===== config.mk =====
export PLATFORM = sky130hd
export DESIGN_NAME = if_stage_flat
export DESIGN_NICKNAME = d
export VERILOG_FILES = /design/src/rtl/if_stage_if.sv /design/src/rtl/if_stage.sv /design/src/flat_wrapper.sv
export SDC_FILE = /design/constraint.sdc
export NUM_CORES = 1
export LEC_CHECK = 0
export CAP_MARGIN = 20
export CELL_PAD_IN_SITES_DETAIL_PLACEMENT = 1
export CELL_PAD_IN_SITES_GLOBAL_PLACEMENT = 2
export CORE_MARGIN = 4
export CORE_UTILIZATION = 30
export DETAILED_ROUTE_END_ITERATION = 7
export PLACE_DENSITY_LB_ADDON = 0.1
export SETUP_SLACK_MARGIN = 0.3
export SYNTH_ARGS = -nofsm -noshare
export SYNTH_HDL_FRONTEND = slang
export SYNTH_SLANG_ARGS = --single-unit

===== constraint.sdc =====
create_clock -name clk_i -period 3.5 [get_ports clk_i]
set_input_delay 0.525 -clock clk_i [delete_from_list [all_inputs] [get_ports clk_i]]
set_output_delay 0.525 -clock clk_i [all_outputs]
set_load 0.02 [all_outputs]

===== src/rtl/if_stage_if.sv =====
// Instruction-memory request/response bus between the fetch stage and imem.
// Ports: none; master drives req/addr, slave drives ack/data.
interface if_stage_if;
    logic        req;
    logic [31:0] addr;
    logic        ack;
    logic [31:0] data;

    modport master (
        output req,
        output addr,
        input  ack,
        input  data
    );

    modport slave (
        input  req,
        input  addr,
        output ack,
        output data
    );
endinterface


===== src/rtl/if_stage.sv =====
// Instruction fetch stage with PC, single-outstanding imem request and IF/ID register.
// Ports: clk_i, rst_i (async active-low), start_i, PCWrite_i/IFIDWrite_i (stall),
//        Flush_i/BranchTarget_i (redirect), imem (master bus), PC_o, IFID*_o, StallCnt_o.
module if_stage #(
    parameter logic [31:0] RESET_PC = 32'h0000_0000,
    parameter logic [31:0] NOP      = 32'h0000_0000
) (
    input  logic        clk_i,
    input  logic        rst_i,
    input  logic        start_i,
    input  logic        PCWrite_i,
    input  logic        IFIDWrite_i,
    input  logic        Flush_i,
    input  logic [31:0] BranchTarget_i,
    if_stage_if.master  imem,
    output logic [31:0] PC_o,
    output logic [31:0] IFIDPC_o,
    output logic [31:0] IFIDInstr_o,
    output logic        IFIDValid_o,
    output logic [15:0] StallCnt_o
);

    typedef enum logic [1:0] {
        S_IDLE  = 2'd0,
        S_FETCH = 2'd1,
        S_HOLD  = 2'd2
    } state_e;

    state_e      state_q, state_d;
    logic [31:0] pc_q, pc_d;
    logic [31:0] ifid_pc_q, ifid_pc_d;
    logic [31:0] ifid_instr_q, ifid_instr_d;
    logic        ifid_valid_q, ifid_valid_d;
    logic [31:0] hold_buf_q, hold_buf_d;
    logic [15:0] stall_cnt_q, stall_cnt_d;

    logic        stall;
    logic [31:0] pc_plus4;

    assign stall    = PCWrite_i | IFIDWrite_i;
    assign pc_plus4 = pc_q + 32'd4;

    // State register
    always_ff @(posedge clk_i or negedge rst_i) begin
        if (!rst_i) begin
            state_q <= S_IDLE;
        end else begin
            state_q <= state_d;
        end
    end

    // Next-state logic; flush outranks stall and ack
    always_comb begin
        state_d = state_q;
        unique case (state_q)
            S_IDLE: begin
                if (start_i) state_d = S_FETCH;
            end
            S_FETCH: begin
                if (Flush_i)                 state_d = S_FETCH;
                else if (stall && imem.ack)  state_d = S_HOLD;
            end
            S_HOLD: begin
                if (Flush_i || !stall) state_d = S_FETCH;
            end
            default: state_d = S_IDLE;
        endcase
    end

    // Outputs decoded from state and PC
    always_comb begin
        imem.req  = (state_q == S_FETCH);
        imem.addr = pc_q;
    end

    // Datapath next values
    always_comb begin
        pc_d         = pc_q;
        ifid_pc_d    = ifid_pc_q;
        ifid_instr_d = ifid_instr_q;
        ifid_valid_d = ifid_valid_q;
        hold_buf_d   = hold_buf_q;
        stall_cnt_d  = stall_cnt_q;

        if (state_q != S_IDLE && stall && !Flush_i
            && stall_cnt_q != 16'hFFFF) begin
            stall_cnt_d = stall_cnt_q + 16'd1;
        end

        unique case (state_q)
            S_FETCH: begin
                if (Flush_i) begin
                    ifid_pc_d    = 32'd0;
                    ifid_instr_d = NOP;
                    ifid_valid_d = 1'b0;
                    pc_d         = BranchTarget_i;
                    hold_buf_d   = NOP;
                end else if (stall) begin
                    // Word arriving under a stall is parked until release
                    if (imem.ack) hold_buf_d = imem.data;
                end else if (imem.ack) begin
                    ifid_pc_d    = pc_plus4;
                    ifid_instr_d = imem.data;
                    ifid_valid_d = 1'b1;
                    pc_d         = pc_plus4;
                end else begin
                    // Bubble keeps the last IFIDPC value
                    ifid_instr_d = NOP;
                    ifid_valid_d = 1'b0;
                end
            end
            S_HOLD: begin
                if (Flush_i) begin
                    ifid_pc_d    = 32'd0;
                    ifid_instr_d = NOP;
                    ifid_valid_d = 1'b0;
                    pc_d         = BranchTarget_i;
                    hold_buf_d   = NOP;
                end else if (!stall) begin
                    ifid_pc_d    = pc_plus4;
                    ifid_instr_d = hold_buf_q;
                    ifid_valid_d = 1'b1;
                    pc_d         = pc_plus4;
                    hold_buf_d   = NOP;
                end
            end
            default: ;
        endcase
    end

    // Datapath registers
    always_ff @(posedge clk_i or negedge rst_i) begin
        if (!rst_i) begin
            pc_q         <= RESET_PC;
            ifid_pc_q    <= 32'd0;
            ifid_instr_q <= NOP;
            ifid_valid_q <= 1'b0;
            hold_buf_q   <= NOP;
            stall_cnt_q  <= 16'd0;
        end else begin
            pc_q         <= pc_d;
            ifid_pc_q    <= ifid_pc_d;
            ifid_instr_q <= ifid_instr_d;
            ifid_valid_q <= ifid_valid_d;
            hold_buf_q   <= hold_buf_d;
            stall_cnt_q  <= stall_cnt_d;
        end
    end

    assign PC_o        = pc_q;
    assign IFIDPC_o    = ifid_pc_q;
    assign IFIDInstr_o = ifid_instr_q;
    assign IFIDValid_o = ifid_valid_q;
    assign StallCnt_o  = stall_cnt_q;

endmodule


===== src/flat_wrapper.sv =====
// flat-port wrapper written by rule: the top's interface ports become plain ports
module if_stage_flat 
#(
    parameter logic [31:0] RESET_PC = 32'h0000_0000,
    parameter logic [31:0] NOP      = 32'h0000_0000
)
  (clk_i, rst_i, start_i, PCWrite_i, IFIDWrite_i, Flush_i, BranchTarget_i, PC_o, IFIDPC_o, IFIDInstr_o, IFIDValid_o, StallCnt_o, imem_req, imem_addr, imem_ack, imem_data);
  if_stage_if imem_i ();
  input  logic clk_i;
  input  logic rst_i;
  input  logic start_i;
  input  logic PCWrite_i;
  input  logic IFIDWrite_i;
  input  logic Flush_i;
  input  logic [31:0] BranchTarget_i;
  output logic [31:0] PC_o;
  output logic [31:0] IFIDPC_o;
  output logic [31:0] IFIDInstr_o;
  output logic IFIDValid_o;
  output logic [15:0] StallCnt_o;
  output wire logic [$bits(imem_i.req)-1:0] imem_req;
  output wire logic [$bits(imem_i.addr)-1:0] imem_addr;
  input wire logic [$bits(imem_i.ack)-1:0] imem_ack;
  input wire logic [$bits(imem_i.data)-1:0] imem_data;
  assign imem_req = imem_i.req;
  assign imem_addr = imem_i.addr;
  assign imem_i.ack = imem_ack;
  assign imem_i.data = imem_data;
  if_stage #(.RESET_PC(RESET_PC), .NOP(NOP)) u_core (.clk_i(clk_i), .rst_i(rst_i), .start_i(start_i), .PCWrite_i(PCWrite_i), .IFIDWrite_i(IFIDWrite_i), .Flush_i(Flush_i), .BranchTarget_i(BranchTarget_i), .imem(imem_i), .PC_o(PC_o), .IFIDPC_o(IFIDPC_o), .IFIDInstr_o(IFIDInstr_o), .IFIDValid_o(IFIDValid_o), .StallCnt_o(StallCnt_o));
endmodule

==> flow_metrics.py <==
metrics = {
    "outcome": {
        "status": "finished, final reports clean",
    },
    "logic_synthesis": {
        "synth_cell_type_count": 55,
        "synth.area.mux_share_pct": 0.966,
        "synth-main-ff-cell": "dfrtp_1",
        "ys_seq_elements": 147,
        "netlist_instances": 899,
        "synth_sequential_area_ratio_pct": 47.3,
        "fraction_of_synthesized_cell_area_in_xor_and_xnor_cells_pct": 4.06,
        "netlist_area_um2": 7770,
        "netlist_top_cells_count": "201 x nand2_1, 147 x dfrtp_1, 61 x nor2_1, 61 x o21ai_0, 54 x a21oi_1",
        "synth_fa_ha_area_share_pct": 0.966,
        "cell_with_the_most_instances_after_synthesis": "nand2_1",
        "combinational_family_with_the_most_area_after_synthesis": "simple AND/OR/NAND/NOR gates",
        "post_synth_main_area_contributors": "dfrtp_1 47%, nand2_1 9.7%, o31ai_1 4.3%",
        "synthDominantCellAreaShare_pct": 47.3,
        "synthesis.area_per_instance_um2": 8.64,
        "synth_compound_gate_area_share_pct": 17.1,
        "synth_edf_count": 0,
        "asyncSetResetFlopFracSynth_pct": 100,
        "synth.net_count": 976,
        "synthSimpleGateAreaFrac_pct": 22.6,
        "synth.largest_area_cell": "dfrtp_1",
        "synth_warnings": 0,
    },
    "pwr": {
        "sequentialPowerShare_pct": 30.9,
        "pwr-share-clk_pct": 18.4,
        "ir_drop_worst_vdd_mv": 0.393,
        "power.total_mw": 10.1,
        "power-per-cell-area_nw_per_um2": 944,
        "power_switching_mw": 4.51,
        "intPower_mw": 5.57,
        "p_comb_share_pct": 50.7,
        "p_leak_nw": 4.35,
        "power_switching_share_pct": 44.8,
    },
    "die": {
        "die_area_um2": 28500,
        "effective_utilization_at_floorplan_pct": 30.7,
        "die_x_um": 169,
        "floorplan.io_pins": 217,
        "rows": 58,
        "die-height_um": 169,
        "core_region_area_um2": 25300,
    },
    "drt": {
        "drt-vias-per-instance": 5.07,
        "drc_violation_count_after_routing": 0,
        "via_count": 7092,
        "final_ant_viol_nets": 0,
        "wl_mm": 26.5,
        "drt_iter0_markers": 525,
        "routed_wire_length_per_instance_um": 18.9,
        "number_of_optimization_iterations_in_the_first_detailed_route_pass": 4,
    },
    "hold_path": {
        "worst_hold_path_type": "input pin to async pin",
    },
    "clock_network": {
        "htreeDepth": 4,
        "root_buffer": "clkbuf_16",
        "cts_hold_buf": 0,
        "tritoncts.num_buffers": 17,
        "clk-insertion-delay-late_ps": 430,
        "clk_path_buf_depth": 2,
        "tritoncts": "built",
        "clock_sink_count": 147,
        "clkSlewWorstSetupHoldPaths_ps": 70,
        "cts.repair_timing.setup_buffer_count": 0,
        "cts_repair_resize_count": 0,
    },
    "sta": {
        "hold_viol_final": 0,
        "timing.final.crit_share_pct": 79.8,
        "max_clock_freq_ghz": 0.358,
        "worst-slew-pin-transition_ps": 786,
        "rsz_0062_raised_after_global_routing": "no",
        "timing.max_slew.rel_slack_pct": 47.4,
        "report.final.slew_viol_count": 0,
        "final.setup_skew_ps": 22.8,
        "period_needed_ps": 2790,
        "final_setup_fails": 0,
        "fin_tns_setup_ps": 0,
    },
    "critical_path": {
        "ff2ff_setup_slack_ps": 710,
        "critical_path.reg2reg.startpoint": "u_core.PC_o[4]$_DFFE_PN0P_",
        "criticalPathCategory": "register to register",
        "crit_path_start_kind": "register",
        "critical_path_required_ps": 3860,
        "end_kind": "register",
        "reg2reg_to": "u_core.PC_o[27]$_DFFE_PN0P_",
        "crit_path_max_fo": 11,
        "worst-endpoint-arrival_ps": 3150,
        "reg2regPathDepth": 5,
    },
    "placed_design": {
        "dp.cells": 1368,
        "placed_cell_areas_um2": 10100,
        "dp.final_hpwl_mm": 18.1,
        "finalWeightedCongestion": 0.765,
        "port_buffers": 216,
    },
    "cells_and_area": {
        "antenna-diode-count": 0,
        "finish.cell_count_without_fillers": 1400,
        "area_delta_synth_final_pct": 37.5,
        "regArea_um2": 3680,
        "drive_above_1_share_pct": 7.57,
        "multi_input_area_um2": 3600,
        "stdcell_area_um2": 10700,
        "fin_nets": 1135,
        "filler_cell_count": 2916,
    },
    "global_routing": {
        "via_count_of_the_first_global_routing_pass": 7302,
        "global_route.overflow_total": 0,
        "grt_pass1_wl_mm": 42.5,
        "global_route_usage_over_all_layers_pct": 18.6,
        "grt_start_max_net_pins": 69,
        "antenna_found_initial": 0,
    },
    "job": {
        "drv_cap": 0,
    },
}
[power by group through the flow]
stage	combinational [mW]	sequential [mW]	clock, mW
6_report	5.11	3.12	1.86
5_1_grt	5.57	3.24	1.98
4_1_cts	5.16	3.13	1.92
3_5_place_dp	5.14	3.15	0
3_3_place_gp	5.07	3.14	0
2_1_floorplan	2.49	3.52	0
[critical path: stages (launching register included)]
cell and delay, ps:
dfrtp_1 520, nand3_1 250, or4_1 770, nor4_1 670, mux2_2 420, nor2_1 90
[layout by cell type (no fill, tap or decap), drive strengths merged, types with 13 or more instances in the layout]
master,count
clkbuf,18
clkdlybuf4s50,214
o21ai,63
nand4,15
nand2,201
nor2,61
o31ai,46
nand3,41
nor4,13
buf,25
a21oi,54
inv,15
xnor2,21
xor2,15
dfrtp,147
[registers in the layout (all words and copies together), names as in the netlist]
name                cells
u_core.PC_o            32
u_core.StallCnt_o      16
u_core.hold_buf_q      32
u_core.IFIDPC_o        32
u_core.IFIDInstr_o     32
u_core.state_q          2
u_core.IFIDValid_o      1
[worst max-delay path by stage]
stage / slack [ps] / cells past startpoint / startpoint / to
3_3_place_gp: 620 / 7 / imem_ack / u_core.IFIDPC_o[18]$_DFFE_PN0P_
3_5_place_dp: 540 / 7 / imem_ack / u_core.IFIDPC_o[9]$_DFFE_PN0P_
5_1_grt: 560 / 5 / u_core.PC_o[4]$_DFFE_PN0P_ / u_core.PC_o[27]$_DFFE_PN0P_
2_1_floorplan: 1230 / 7 / u_core.PC_o[2]$_DFFE_PN0P_ / u_core.PC_o[28]$_DFFE_PN0P_
4_1_cts: 780 / 5 / u_core.PC_o[4]$_DFFE_PN0P_ / u_core.PC_o[27]$_DFFE_PN0P_
6_report: 710 / 5 / u_core.PC_o[4]$_DFFE_PN0P_ / u_core.PC_o[27]$_DFFE_PN0P_
[layout make-up]
class                           instances  share of cell area [%]
Sequential cell                       147                    34.4
Clock buffer                           18                    4.11
Tap cell                              330                    3.87
Multi-Input combinational cell        642                    33.7
Timing Repair Buffer                  239                    22.1
Clock inverter                         13                    1.39
Inverter                               11                   0.387
[metrics by stage]
stage / utilization (%) / worst slack [ps] / hold WS [ps]
3_5_place_dp: 39.8 / 541 / 467
5_1_grt: 42.2 / 562 / 128
6_report: 42.2 / 707 / 84.0
2_1_floorplan: - / 1230 / 229
3_3_place_gp: 39.8 / 620 / 453
4_1_cts: 42.1 / 776 / 106
[per-layer routing]
metal / up-vias / global-route usage (%) / wire length, µm
li1: 3426 / - / -
met1: 3488 / 27.4 / 13000
met2: 169 / 28.3 / 11900
met3: 9 / 3.78 / 1420
met4: 0 / 4.02 / 154
met5: - / 0 / 0
[kinds of logic (layout without fill, tap and decap cells)]
group / count (synthesis) / in the layout
simple gates: 381 / 381
compound gates: 212 / 212
flops: 147 / 147
buf+inv: 110 / 281
xor+xnor: 36 / 36
mux: 7 / 7
fa+ha+maj: 6 / 6
Note: power is estimated with default switching activity, not from simulation.
